<file path="config.mk">
export PLATFORM = sky130hd
export DESIGN_NAME = usb_sie_rx
export DESIGN_NICKNAME = d
export VERILOG_FILES = /design/src/rtl/usb_sie_rx.sv
export SDC_FILE = /design/constraint.sdc
export NUM_CORES = 1
export LEC_CHECK = 0
export ABC_AREA = 0
export BUFFER_PORTS_ARGS = -buffer_cell sky130_fd_sc_hd__buf_2
export CAP_MARGIN = 30
export CORE_ASPECT_RATIO = 0.9
export CORE_MARGIN = 2
export CORE_UTILIZATION = 52
export DETAILED_ROUTE_END_ITERATION = 12
export PLACE_DENSITY = 0.76
export SYNTH_ARGS = -nofsm -noshare
export SYNTH_HDL_FRONTEND = slang
export SYNTH_SLANG_ARGS = --single-unit
</file>
<file path="constraint.sdc">
create_clock -name clk -period 3.3 [get_ports clk]
set_input_delay 0.825 -clock clk [delete_from_list [all_inputs] [get_ports clk]]
set_output_delay 0.825 -clock clk [all_outputs]
set_load 0.02 [all_outputs]
</file>
<file path="src/rtl/usb_sie_rx.sv">
`default_nettype none
// ============================================================================
// Module      : usb_sie_rx
// Description : USB receive-side packet decoder on a UTMI byte stream. Checks
//               the PID, CRC5 on tokens and CRC16 on data packets, strips the
//               CRC from the payload and pulses status to the protocol engine.
// Revision    : 1.0 - initial release
// ============================================================================
module usb_sie_rx #(
    parameter int MAX_DATA_BYTES = 64
) (
    input  logic                                  clk,
    input  logic                                  rst,
    input  logic [7:0]                            rx_data,
    input  logic                                  rx_valid,
    input  logic                                  rx_active,
    input  logic                                  rx_error,
    output logic                                  pkt_start,
    output logic [3:0]                            pid,
    output logic                                  token_valid,
    output logic                                  sof_valid,
    output logic [6:0]                            token_addr,
    output logic [3:0]                            token_endp,
    output logic [10:0]                           frame_num,
    output logic                                  hshk_valid,
    output logic [7:0]                            data_out,
    output logic                                  data_valid,
    output logic                                  data_done,
    output logic [$clog2(MAX_DATA_BYTES+1)-1:0]   byte_cnt,
    output logic                                  pkt_error
);

    localparam int                  c_CNT_W     = $clog2(MAX_DATA_BYTES + 1);
    localparam logic [c_CNT_W-1:0]  c_MAX_CNT   = c_CNT_W'(MAX_DATA_BYTES);
    localparam logic [4:0]          c_CRC5_RES  = 5'b01100;
    localparam logic [15:0]         c_CRC16_RES = 16'h800D;

    localparam logic [2:0] c_S_IDLE     = 3'd0;
    localparam logic [2:0] c_S_WAIT_PID = 3'd1;
    localparam logic [2:0] c_S_TOKEN    = 3'd2;
    localparam logic [2:0] c_S_DATA     = 3'd3;
    localparam logic [2:0] c_S_HSHK     = 3'd4;
    localparam logic [2:0] c_S_EVAL     = 3'd5;
    localparam logic [2:0] c_S_IGNORE   = 3'd6;

    function automatic logic [4:0] f_crc5(input logic [4:0] crc, input logic [7:0] d);
        logic [4:0] c;
        c = crc;
        for (int i = 0; i < 8; i++)
            c = (d[i] ^ c[4]) ? ({c[3:0], 1'b0} ^ 5'b00101) : {c[3:0], 1'b0};
        return c;
    endfunction

    function automatic logic [15:0] f_crc16(input logic [15:0] crc, input logic [7:0] d);
        logic [15:0] c;
        c = crc;
        for (int i = 0; i < 8; i++)
            c = (d[i] ^ c[15]) ? ({c[14:0], 1'b0} ^ 16'h8005) : {c[14:0], 1'b0};
        return c;
    endfunction

    logic [2:0]          r_state, w_state_nxt, w_kind;
    logic [1:0]          r_cnt, w_cnt_nxt;
    logic [7:0]          r_b1, w_b1_nxt, r_b2, w_b2_nxt;
    logic [4:0]          r_crc5, w_crc5_nxt;
    logic [15:0]         r_crc16, w_crc16_nxt;
    logic [7:0]          r_hold0, w_hold0_nxt, r_hold1, w_hold1_nxt;
    logic [1:0]          r_held, w_held_nxt;
    logic [3:0]          w_pid_nxt, w_endp_nxt;
    logic [6:0]          w_addr_nxt;
    logic [10:0]         w_frame_nxt;
    logic [7:0]          w_dout_nxt;
    logic [c_CNT_W-1:0]  w_bcnt_nxt;
    logic                w_start_nxt, w_tok_nxt, w_sof_nxt, w_hshk_nxt;
    logic                w_dv_nxt, w_done_nxt, w_err_nxt, w_pid_ok;

    always_ff @(posedge clk or posedge rst) begin
        if (rst) begin
            r_state     <= c_S_IDLE;
            r_cnt       <= '0;
            r_b1        <= '0;
            r_b2        <= '0;
            r_crc5      <= '0;
            r_crc16     <= '0;
            r_hold0     <= '0;
            r_hold1     <= '0;
            r_held      <= '0;
            pkt_start   <= 1'b0;
            pid         <= '0;
            token_valid <= 1'b0;
            sof_valid   <= 1'b0;
            token_addr  <= '0;
            token_endp  <= '0;
            frame_num   <= '0;
            hshk_valid  <= 1'b0;
            data_out    <= '0;
            data_valid  <= 1'b0;
            data_done   <= 1'b0;
            byte_cnt    <= '0;
            pkt_error   <= 1'b0;
        end else begin
            r_state     <= w_state_nxt;
            r_cnt       <= w_cnt_nxt;
            r_b1        <= w_b1_nxt;
            r_b2        <= w_b2_nxt;
            r_crc5      <= w_crc5_nxt;
            r_crc16     <= w_crc16_nxt;
            r_hold0     <= w_hold0_nxt;
            r_hold1     <= w_hold1_nxt;
            r_held      <= w_held_nxt;
            pkt_start   <= w_start_nxt;
            pid         <= w_pid_nxt;
            token_valid <= w_tok_nxt;
            sof_valid   <= w_sof_nxt;
            token_addr  <= w_addr_nxt;
            token_endp  <= w_endp_nxt;
            frame_num   <= w_frame_nxt;
            hshk_valid  <= w_hshk_nxt;
            data_out    <= w_dout_nxt;
            data_valid  <= w_dv_nxt;
            data_done   <= w_done_nxt;
            byte_cnt    <= w_bcnt_nxt;
            pkt_error   <= w_err_nxt;
        end
    end

    always_comb begin
        w_state_nxt = r_state;
        w_cnt_nxt   = r_cnt;
        w_b1_nxt    = r_b1;
        w_b2_nxt    = r_b2;
        w_crc5_nxt  = r_crc5;
        w_crc16_nxt = r_crc16;
        w_hold0_nxt = r_hold0;
        w_hold1_nxt = r_hold1;
        w_held_nxt  = r_held;
        w_pid_nxt   = pid;
        w_addr_nxt  = token_addr;
        w_endp_nxt  = token_endp;
        w_frame_nxt = frame_num;
        w_dout_nxt  = data_out;
        w_bcnt_nxt  = byte_cnt;
        w_start_nxt = 1'b0;
        w_tok_nxt   = 1'b0;
        w_sof_nxt   = 1'b0;
        w_hshk_nxt  = 1'b0;
        w_dv_nxt    = 1'b0;
        w_done_nxt  = 1'b0;
        w_err_nxt   = 1'b0;
        w_pid_ok    = (rx_data[7:4] == ~rx_data[3:0]);
        case (rx_data[3:0])
            4'b0001, 4'b1001, 4'b0101, 4'b1101: w_kind = c_S_TOKEN;
            4'b0011, 4'b1011:                   w_kind = c_S_DATA;
            4'b0010, 4'b1010, 4'b1110:          w_kind = c_S_HSHK;
            default:                            w_kind = c_S_IGNORE;
        endcase

        case (r_state)
            c_S_IDLE: begin
                if (rx_active) w_state_nxt = c_S_WAIT_PID;
            end
            c_S_WAIT_PID: begin
                if (rx_error) begin
                    w_err_nxt   = 1'b1;
                    w_state_nxt = c_S_IGNORE;
                end else if (rx_valid) begin
                    if (w_pid_ok && (w_kind != c_S_IGNORE)) begin
                        w_start_nxt = 1'b1;
                        w_pid_nxt   = rx_data[3:0];
                        w_bcnt_nxt  = '0;
                        w_cnt_nxt   = '0;
                        w_held_nxt  = '0;
                        w_crc5_nxt  = 5'h1F;
                        w_crc16_nxt = 16'hFFFF;
                        w_state_nxt = w_kind;
                    end else begin
                        w_err_nxt   = 1'b1;
                        w_state_nxt = c_S_IGNORE;
                    end
                end else if (!rx_active) begin
                    w_state_nxt = c_S_IDLE;
                end
            end
            c_S_TOKEN, c_S_HSHK: begin
                if (rx_error) begin
                    w_err_nxt   = 1'b1;
                    w_state_nxt = c_S_IGNORE;
                end else begin
                    if (rx_valid) begin
                        if (r_cnt == 2'd0) w_b1_nxt = rx_data;
                        if (r_cnt == 2'd1) w_b2_nxt = rx_data;
                        if (r_cnt < 2'd2) w_crc5_nxt = f_crc5(r_crc5, rx_data);
                        if (r_cnt != 2'd3) w_cnt_nxt = r_cnt + 2'd1;
                    end
                    if (!rx_active) w_state_nxt = c_S_EVAL;
                end
            end
            c_S_DATA: begin
                if (rx_error) begin
                    w_err_nxt   = 1'b1;
                    w_state_nxt = c_S_IGNORE;
                end else if (rx_valid && (r_held == 2'd2) && (byte_cnt == c_MAX_CNT)) begin
                    w_err_nxt   = 1'b1;
                    w_state_nxt = c_S_IGNORE;
                end else begin
                    // Two newest bytes stay held: at end of packet they are the CRC.
                    if (rx_valid) begin
                        w_crc16_nxt = f_crc16(r_crc16, rx_data);
                        w_hold1_nxt = r_hold0;
                        w_hold0_nxt = rx_data;
                        if (r_held == 2'd2) begin
                            w_dout_nxt = r_hold1;
                            w_dv_nxt   = 1'b1;
                            w_bcnt_nxt = byte_cnt + 1'b1;
                        end else begin
                            w_held_nxt = r_held + 2'd1;
                        end
                    end
                    if (!rx_active) w_state_nxt = c_S_EVAL;
                end
            end
            c_S_EVAL: begin
                if (rx_error) begin
                    w_err_nxt   = 1'b1;
                    w_state_nxt = c_S_IGNORE;
                end else begin
                    w_state_nxt = c_S_IDLE;
                    // PID[1:0] identifies the packet class: 01 token, 11 data, 10 handshake.
                    case (pid[1:0])
                        2'b01: begin
                            if ((r_cnt == 2'd2) && (r_crc5 == c_CRC5_RES)) begin
                                if (pid == 4'b0101) begin
                                    w_sof_nxt   = 1'b1;
                                    w_frame_nxt = {r_b2[2:0], r_b1};
                                end else begin
                                    w_tok_nxt  = 1'b1;
                                    w_addr_nxt = r_b1[6:0];
                                    w_endp_nxt = {r_b2[2:0], r_b1[7]};
                                end
                            end else begin
                                w_err_nxt = 1'b1;
                            end
                        end
                        2'b11: begin
                            if ((r_held == 2'd2) && (r_crc16 == c_CRC16_RES)) w_done_nxt = 1'b1;
                            else                                              w_err_nxt  = 1'b1;
                        end
                        default: begin
                            if (r_cnt == 2'd0) w_hshk_nxt = 1'b1;
                            else               w_err_nxt  = 1'b1;
                        end
                    endcase
                end
            end
            c_S_IGNORE: begin
                if (!rx_active) w_state_nxt = c_S_IDLE;
            end
            default: w_state_nxt = c_S_IDLE;
        endcase
    end

endmodule
`default_nettype wire

</file>
== Word level (Yosys, flattened, before mapping) ==
Memories as Yosys holds them, arrays and structs flattened.
Index checks and enable logic that the tools add are counted.

* Input bits: 13
* Bits in registers: 103
* Memories: 1
* Bits in read-only memories: 48
* Output and inout bits: 48

* Add/sub/neg operators: 3
* Bitwise operators: 36
* Equal/unequal tests: 31
* Mux-type cells: 100
* Magnitude comparators: 1
* Reductions and logical operators: 23

{| class="wikitable"
|+ Memory list
! name !! depth !! bits a word !! read ports !! clocked after memory_dff !! write ports !! line !! RTL
|-
| (no name shown) || 16 || 3 || 1 || 0 || 0 || 151 || <nowiki>case (rx_data[3:0])</nowiki>
|}

{| class="wikitable"
|+ Operators by type and width
! operator !! number
|-
| 16-bit two-way mux || 14
|-
| 3-bit two-way mux || 18
|-
| 7-bit two-way mux || 7
|-
| 1-bit two-way mux || 37
|-
| 16-bit case mux with 2 select lines || 1
|-
| 5-bit two-way mux || 6
|-
| 2-bit != test (second input constant) || 14
|-
| 3-bit NOT || 8
|-
| 7-bit AND reduction || 3
|-
| 2-bit two-way mux || 10
|-
| 3-bit case mux with 6 select lines || 1
|-
| 16-bit equality test (second input constant) || 1
|-
| 2-bit NOT || 8
|-
| 4-bit AND reduction || 4
|-
| 8-bit AND reduction || 2
|-
| 1-bit bitwise XOR || 16
|-
| 5-bit AND reduction || 3
|-
| 7-bit case mux with 2 select lines || 1
|-
| 5-bit case mux with 2 select lines || 1
|-
| 3-bit equality test (second input constant) || 3
|-
| 2-bit case mux with 2 select lines || 2
|-
| 7-bit by 1-bit adder with 7-bit output (second input constant) || 1
|-
| 7-bit equality test (second input constant) || 1
|-
| 2-bit equality test (second input constant) || 3
|-
| 18 further kinds || 29
|}

== Logic depth before layout (Yosys ltp) ==
Gate-level depths: netlist of the first run.

* Word-level depth: 20
* Depth in mapped cells: 8
* Depth with buffers taken out: 7

== Worst setup path after synthesis of the first run ==
No wires, ideal clock.

* Path type: input to register
* Start point: in rx_data[5]
* End point: reg pid[1]
* Library setup time: 0.125 ns
* Buffers on the path: 3
* Data arrival time: 2.501 ns
* Stages: 7
* Path slack: 0.674 ns
* Cells stage by stage: buf_4 > xnor2_1 > nor4_4 > and3_2 > clkbuf_1 > buf_2 > mux2_2

* Cells in the longest elaborated chain, start to end: 3

{| class="wikitable"
|+ Ends and longest elaborated chain
! element !! line !! RTL
|-
| start, declared || 14 || <nowiki>input logic [7:0] rx_data,</nowiki>
|-
| 4-bit equality test || 150 || <nowiki>w_pid_ok = (rx_data[7:4] == ~rx_data[3:0]);</nowiki>
|-
| 1-bit logical AND || 167 || <nowiki>if (w_pid_ok && (w_kind != c_S_IGNORE)) begin</nowiki>
|-
| 4-bit AND reduction (no line) || n/a ||
|-
| end signal, assigned || 112 || <nowiki>pid <= w_pid_nxt;</nowiki>
|-
| end, declared || 19 || <nowiki>output logic [3:0] pid,</nowiki>
|}

No other way between the ends.
A chain may end at the register's enable or synchronous reset.

== Worst setup path after layout of the first run ==
* Start point: reg r_state[1]
* End point: reg data_out[6]

* Cells in the longest elaborated chain, start to end: 2

{| class="wikitable"
|+ Ends and longest elaborated chain
! element !! line !! RTL
|-
| start, declared || 62 || <nowiki>logic [2:0] r_state, w_state_nxt, w_kind;</nowiki>
|-
| start signal, assigned || 79 || <nowiki>r_state <= c_S_IDLE;</nowiki>
|-
| start signal, assigned || 102 || <nowiki>r_state <= w_state_nxt;</nowiki>
|-
| 3-bit by 2-bit equality test with 1-bit output || 158 || <nowiki>case (r_state)</nowiki>
|-
| 5-bit AND reduction (no line) || n/a ||
|-
| end signal, assigned || 119 || <nowiki>data_out <= w_dout_nxt;</nowiki>
|-
| end, declared || 26 || <nowiki>output logic [7:0] data_out,</nowiki>
|}

No other way between the ends.

==> key figures, run 1 <==
Run status
  • Status: finished clean

Placed design
  • IO Port Bufs: 60
  • Cells after DPL: 587
  • Dpl cell area: 0.00536 mm2
  • Post-DP HPWL: 7.16 mm
  • GPL Wtd Cong: 0.893

Critical path
  • Critical path startpoint category: flop
  • Critical path fanouts, max: 13
  • Kind of end point of the critical path: flop
  • Worst Path Required: 3.56 ns
  • CP Class: flop to flop
  • Worst EP arrival: 2.74 ns

Clocking
  • Skew-Pair Late Insertion Delay: 0.37 ns
  • CTS Buf Count: 9
  • Post-cts resize count: 0
  • Clock Sink Count: 103
  • Total setup buffers inserted after CTS: 0
  • CTS tree: done
  • CTS root buffer: clkbuf_8
  • Post-CTS Hold Fix Bufs: 0
  • Clock buffer depth: 2
  • Clock transition at path regs: 0.10 ns
  • CTS H-tree depth: 3

Detailed routing
  • Met3 WL: 565 um
  • Top sig layer: met4
  • Routed met2 length: 4.87 mm
  • DR pass1 iterations: 5
  • Drt initial violations: 171
  • Post-route ant nets: 0
  • Routed vias: 3429
  • Avg WL per Cell: 16.8 um
  • WL met1: 4.55 mm
  • DRC: 0
  • Via density: 5.69
  • Final WL: 10.1 mm

Power and ir drop
  • Pwr per Cell Area: 761 mW/mm2
  • Int Power: 2760 uW
  • Switching part of the total: 34.7%
  • Switching power: 1470 uW
  • VDD IR max: 785 uV
  • Reg power frac: 44.7%
  • LEAKAGE: 0.00267 uW
  • Power share of the clock group: 19.2%
  • Logic gate share of total power: 36.1%
  • Post-layout total power: 4230 uW

Synth
  • Synth Register Bits: 103
  • Synth warn: 0
  • Syn nets: 439
  • Simple-gate share of the synthesized area: 11.5%
  • Post-Syn Area per Cell: 11.8 um2
  • Post-synth top area cell: dfrtp_1
  • Count of cell types in the netlist: 51
  • Multiplexer share of the synthesized area: 14.6%
  • Area of the mapped netlist: 0.00493 mm2
  • Seq/Total Area, Yosys: 52.3%
  • Post-synthesis compound-gate area fraction: 7.94%
  • XOR/XNOR Fraction of Synth Area: 8.58%
  • Share of the synthesized area in the top cell type: 52.3%
  • Largest family of logic cells by synthesized area: multiplexers
  • Synth Area in Adders: 1.78%
  • Cells after Synth: 419
  • Synth top area cells: dfrtp_1, mux2_2, xnor2_1, a21oi_1, nand2_1

Finish
  • Layout Cells excl Fill: 603
  • Inserted Diodes: 0
  • # nets final: 496
  • Area of the multi-input gates: 0.00219 mm2
  • Fill cell count: 767
  • Layout cells sized above 1: 32.8%
  • Post-layout instance area: 0.00556 mm2
  • Reg area: 0.00258 mm2
  • Area grow syn2layout: 12.8%

Timing
  • Worst-Margin Slew: 0.902 ns
  • Setup_tns: 0 ns
  • Tcrit/Tclk final: 75.3%
  • RSZ-0062 raised after global routing: no
  • Final-report hold violation count: 0
  • Worst Skew: 0.0123 ns
  • Relative slew slack: 39.7%
  • Max Fclk: 0.402 GHz
  • Endpoints failing setup: 0
  • Fin. max-slew vios: 0
  • Min Tclk post-route: 2.48 ns

Global routing
  • Grt total ovfl: 0
  • First-pass GRT wire length: 16.5 mm
  • Initial antenna violation count: 0
  • Vias in the first global route: 3266
  • GRT Total Usage: 20.7%
  • Largest net degree at the start of global routing: 51

Worst hold path
  • HP Class: flop to flop

Die
  • Io pins: 61
  • Die Ht: 96.4 um
  • Starting Density: 53.8%
  • Total core area: 0.00917 mm2
  • Die X: 107 um
  • Die Area: 0.0103 mm2
  • FP Rows: 33

Job
  • Max-cap violations: 0
[cell type report]
type                            instances  area share [%]
Multi-Input combinational cell        278            39.4
Timing Repair Buffer                   68            6.70
Clock inverter                          6            1.21
Tap cell                              122            2.74
Inverter                               16            1.15
Clock buffer                           10            2.47
Sequential cell                       103            46.3
[sequential cells by signal, indices dropped and copies added, names as in the netlist, 2 cells and up]
signal / count
byte_cnt: 7
data_out: 8
frame_num: 11
pid: 4
r_b1: 8
r_b2: 3
r_cnt: 2
r_crc16: 16
r_crc5: 5
r_held: 2
r_hold0: 8
r_hold1: 8
r_state: 3
token_addr: 7
token_endp: 4
[cell usage in the layout, fill, tap and decap left out, types with 2 or more instances in the layout]
master	Yosys	final
xnor3_1	4	4
xnor2_1	31	31
dfrtp_1	103	103
nand3_1	14	14
buf_4	1	7
or4_4	2	2
o21ai_0	16	16
nor3_1	13	13
mux2_2	63	63
o31ai_1	5	5
or4_1	2	2
nor4_1	3	3
and4_1	2	2
inv_1	16	15
and3_1	2	2
ha_1	7	7
a31oi_1	3	3
a21oi_1	21	21
buf_2	10	60
xor2_1	7	7
nor2_1	16	15
a21oi_2	2	2
clkbuf_8	0	10
clkinvlp_4	0	3
nor4b_1	4	4
nand4_1	3	3
a2bb2oi_1	2	2
nand2_1	28	28
nor2b_1	5	5
inv_6	0	2
nand2b_1	3	3
[cell families (layout without fill, tap and decap cells)]
logic type,Yosys count,count (layout)
and+or+nand+nor,104,104
AOI/OAI and AO/OA,61,61
adders and majority gates,7,7
buffers and inverters,38,100
xor gates and xnor gates,42,42
DFF,103,103
muxes,64,64
[worst max-delay path, stage by stage (launching register included)]
cell and delay [ns]:
dfrtp_1 0.63, inv_1 0.26, a311oi_1 0.49, a31oi_4 0.15
nor3_4 0.46, mux2_2 0.39
[path summary, 6_finish.rpt]
| check | startpoint | end | slack, ns | depth (start not counted) |
|---|---|---|---|---|
| min reg2reg | frame_num[5] | frame_num[5] | 0.51 | 1 |
| min in group asynchronous | rst | token_valid | 0.62 | 2 |
| min | frame_num[5] | frame_num[5] | 0.51 | 1 |
| max reg2reg | r_state[1] | data_out[6] | 0.82 | 5 |
| max | r_state[1] | data_out[6] | 0.82 | 5 |
| max in group asynchronous | rst | r_crc5[1] | 1.96 | 3 |
[synth_stat cells, drive strengths merged]
cell,number
a311oi,1
buf,14
ha,7
o211ai,1
a311o,1
nor4b,4
xnor3,4
clkbuf,8
o32a,1
o22ai,1
nor3,14
nor4bb,1
nor4,4
nand3,14
nand4,3
and3,3
nor2b,5
and4,2
a31oi,4
o31ai,5
mux2,63
a211oi,1
or3,1
a2bb2oi,2
o22a,1
a41oi,1
or2,1
nand3b,1
nand2,28
mux2i,1
xor2,7
or4,4
nor2,16
nand2b,3
a21oi,23
o311ai,1
inv,16
o32ai,1
o21ai,16
o31a,1
dfrtp,103
xnor2,31
[power by group through the flow]
stage                     registers (uW)  clock network (uW)  logic, uW
final                               1890                 814       1530
after global routing                1940                 891       1680
after CTS                           1880                 834       1530
after detailed placement            1910                   0       1520
after global placement              1890                   0       1460
after floorplan                     1790                   0       1320
[through the flow]
stage               setup WS (ns)  utilization (%)  hold WS, ns
floorplan                   0.674                -        0.462
global placement            0.526             58.4        0.483
detailed placement          0.474             58.4        0.491
CTS                         0.855             60.7        0.512
global route                0.631             60.7        0.521
finish                      0.815             60.7        0.506
[layer usage]
layer | vias up | GRT usage, %
met5 | - | 0
met4 | 0 | 7.68
met3 | 9 | 4.63
met2 | 96 | 33.0
met1 | 1731 | 28.2
li1 | 1593 | -
(Power assumes the default switching activity.)
==> run 2: changes to the inputs <==
- CORE_UTILIZATION: 52 -> 58
- PLACE_DENSITY: 0.76 -> 0.8
- clock period: 3.3 -> 2.5 ns (I/O delays scaled with it)
==> key figures, run 2 (synthesis results as in run 1) <==
Critical path
  • Reg2Reg Depth: 8 (+3)
  • CP Class: flop to flop
  • Buffers plus inverters on the worst setup path: 2 (+1)
  • Slowest-stage cell, CP: dfrtp_1
  • Termination of the worst setup path: byte_cnt[0]
  • RR Startpoint: byte_cnt[0]
  • CP top delay family: compound AO/OA/AOI/OAI gates
  • Kind of end point of the critical path: flop
  • Critical path fanouts, max: 13 (unchanged)
  • Reg2reg end: byte_cnt[0]
  • R2r setup slk: 0.20 ns (-0.62 ns)
  • Critical path startpoint category: flop
  • Worst EP arrival: 2.55 ns (-0.19 ns)
  • Max incr delay on CP: 0.43 ns (-0.20 ns)
  • Critical path launch point: byte_cnt[0]
  • Critical Path, Cell by Cell: inv_1 > ha_1 > nor4b_1 > a311oi_1 > a31oi_4 > nor3_4 > buf_12 > mux2_2
  • Crit path depth: 8 (+3)
  • Worst Path Required: 2.75 ns (-0.81 ns)

Timing
  • Setup_tns: 0 ns (unchanged)
  • Tcrit/Tclk final: 92.1% (+17 points)
  • Final-report hold violation count: 0 (unchanged)
  • Worst Skew: 0.0168 ns (+0.00445 ns)
  • RSZ-0062 raised after global routing: no
  • Fin. max-slew vios: 0 (unchanged)
  • Final setup margin: 0.198 ns (-0.617 ns)
  • Min Tclk post-route: 2.30 ns (-0.183 ns)
  • Relative slew slack: 47.8% (+8.0 points)
  • Max Fclk: 0.434 GHz (+8.0%)
  • Worst-Margin Slew: 0.782 ns (-0.120 ns)
  • Endpoints failing setup: 0 (unchanged)

Detailed routing
  • Drt initial violations: 158 (-7.6%)
  • Via density: 5.82 (+2.3%)
  • Routed vias: 3457 (+0.82%)
  • DRC: 0 (unchanged)
  • Avg WL per Cell: 17.0 um (+1.5%)
  • Post-route ant nets: 0 (unchanged)
  • DR pass1 iterations: 5 (unchanged)
  • Final WL: 10.1 mm (about the same)

Finish
  • Fill cell count: 582 (-24%)
  • # nets final: 510 (+2.8%)
  • Biggest register: r_crc16
  • Commonest non-fill, non-tap cell in the layout: dfrtp_1
  • Number of flip-flops in the largest register: 16 (unchanged)
  • Post-layout instance area: 0.00567 mm2 (+2.0%)
  • Area grow syn2layout: 15.0%
  • Largest registers: r_crc16 (16), frame_num (11)
  • Inserted Diodes: 0 (unchanged)
  • Layout cells sized above 1: 34.5% (+1.7 points)
  • Most frequent cells in the layout: dfrtp_1, mux2_2, buf_2

Clocking
  • Clock Sink Count: 103 (unchanged)
  • Total setup buffers inserted after CTS: 0 (unchanged)
  • CTS Buf Count: 9 (unchanged)
  • CTS H-tree depth: 3 (unchanged)
  • Skew-Pair Late Insertion Delay: 0.37 ns (about the same)
  • Post-cts resize count: 0 (unchanged)
  • Clock transition at path regs: 0.11 ns (about the same)
  • Post-CTS Hold Fix Bufs: 0 (unchanged)
  • CTS tree: done
  • Clock buffer depth: 2 (unchanged)
  • CTS root buffer: clkbuf_8

Global routing
  • First-pass GRT wire length: 16.9 mm (+2.4%)
  • Vias in the first global route: 3408 (+4.3%)
  • Largest net degree at the start of global routing: 51 (unchanged)
  • Grt total ovfl: 0 (unchanged)
  • Initial antenna violation count: 0 (unchanged)
  • GRT Total Usage: 23.1% (+2.4 points)

Power and ir drop
  • VDD IR max: 854 uV (+8.8%)
  • Power share of the clock group: 17.2% (-2.0 points)
  • Pwr per Cell Area: 987 mW/mm2 (+30%)
  • Switching power: 2000 uW (+36%)
  • LEAKAGE: 0.00274 uW (+2.6%)
  • Reg power frac: 43.9% (-0.8 points)
  • Switching part of the total: 35.7% (+0.99 points)
  • Int Power: 3600 uW (+30%)
  • Logic gate share of total power: 38.9% (+2.8 points)
  • Post-layout total power: 5600 uW (+32%)

Placed design
  • Post-DP HPWL: 7.44 mm (+3.8%)
  • GPL Wtd Cong: 0.894 (about the same)
  • IO Port Bufs: 60 (unchanged)
  • Dpl cell area: 0.00550 mm2 (+2.6%)
  • Worst slack at placement: 0.00498 ns (-0.469 ns)

Die
  • Die Ht: 91.5 um (-5.1%)
  • Die X: 101 um (-5.1%)
  • Total core area: 0.00815 mm2 (-11%)
  • FP Rows: 31 (-6.1%)
  • Starting Density: 60.5% (+6.7 points)
  • Io pins: 61 (unchanged)
  • Die Area: 0.00926 mm2 (-9.9%)

Worst hold path
  • HP Class: primary input to asynchronous set/reset pin

Job
  • Max-cap violations: 0 (unchanged)

Run status
  • Status: finished clean
-- run 2: cell types whose count changed in the layout (fill, tap and decap cells not counted), sizes merged --
cell,change
bufinv,-1
inv,+1
buf,+14
-- run 2: stage by stage --
step | std cells | hold WS (ns) | utilization, %
2_1_floorplan | 419 | 0.462 | -
3_3_place_gp | 578 | 0.482 | 67.5
3_5_place_dp | 578 | 0.491 | 67.5
4_1_cts | 594 | 0.385 | 69.6
5_1_grt | 594 | 0.424 | 69.6
6_report | 594 | 0.377 | 69.6
-- run 2: layout make-up --
| class | count | area, um2 | area share (%) |
|---|---|---|---|
| clock inverter | 6 | 50.0 | 0.882 |
| inverter | 16 | 63.8 | 1.12 |
| clock buffer | 10 | 128 | 2.25 |
| multi-input combinational | 278 | 2190 | 38.6 |
| sequential | 103 | 2580 | 45.4 |
| tap | 99 | 124 | 2.18 |
| timing repair buffer | 82 | 541 | 9.53 |
-- run 2: power by group through the flow --
stage	Combinational [uW]	Clock [uW]	Sequential, uW
after floorplan	1740	0	2360
after global placement	2070	0	2460
after detailed placement	2150	0	2480
after CTS	2180	992	2450
after global routing	2390	1040	2520
final	2180	961	2460
-- run 2: how the worst min path moves through the flow --
stage,startpoint,to,slack [ns],cells after the start
floorplan,r_b1[3],r_b1[3],0.46,2
CTS,rst,token_valid,0.38,2
global placement,frame_num[6],frame_num[6],0.48,1
detailed placement,data_out[5],data_out[5],0.49,1
finish,rst,token_valid,0.38,2
global route,rst,token_valid,0.42,2
-- run 2: worst register-to-register path, delay by kind of cell, from the launching register on --
kind,cells,cell delay (ns)
adder cells (fa/ha/maj),1,0.15
buffers and inverters,2,0.26
AND/OR/NAND/NOR,2,0.49
AO/OA/AOI/OAI,2,0.59
flip-flops,1,0.43
multiplexers,1,0.26
-- run 2: metal layers --
layer	up-vias	global-route usage (%)	wire, um
li1	1620	-	-
met1	1715	33.5	4580
met2	99	35.2	4850
met3	23	5.39	520
met4	0	6.31	152
met5	-	0	0
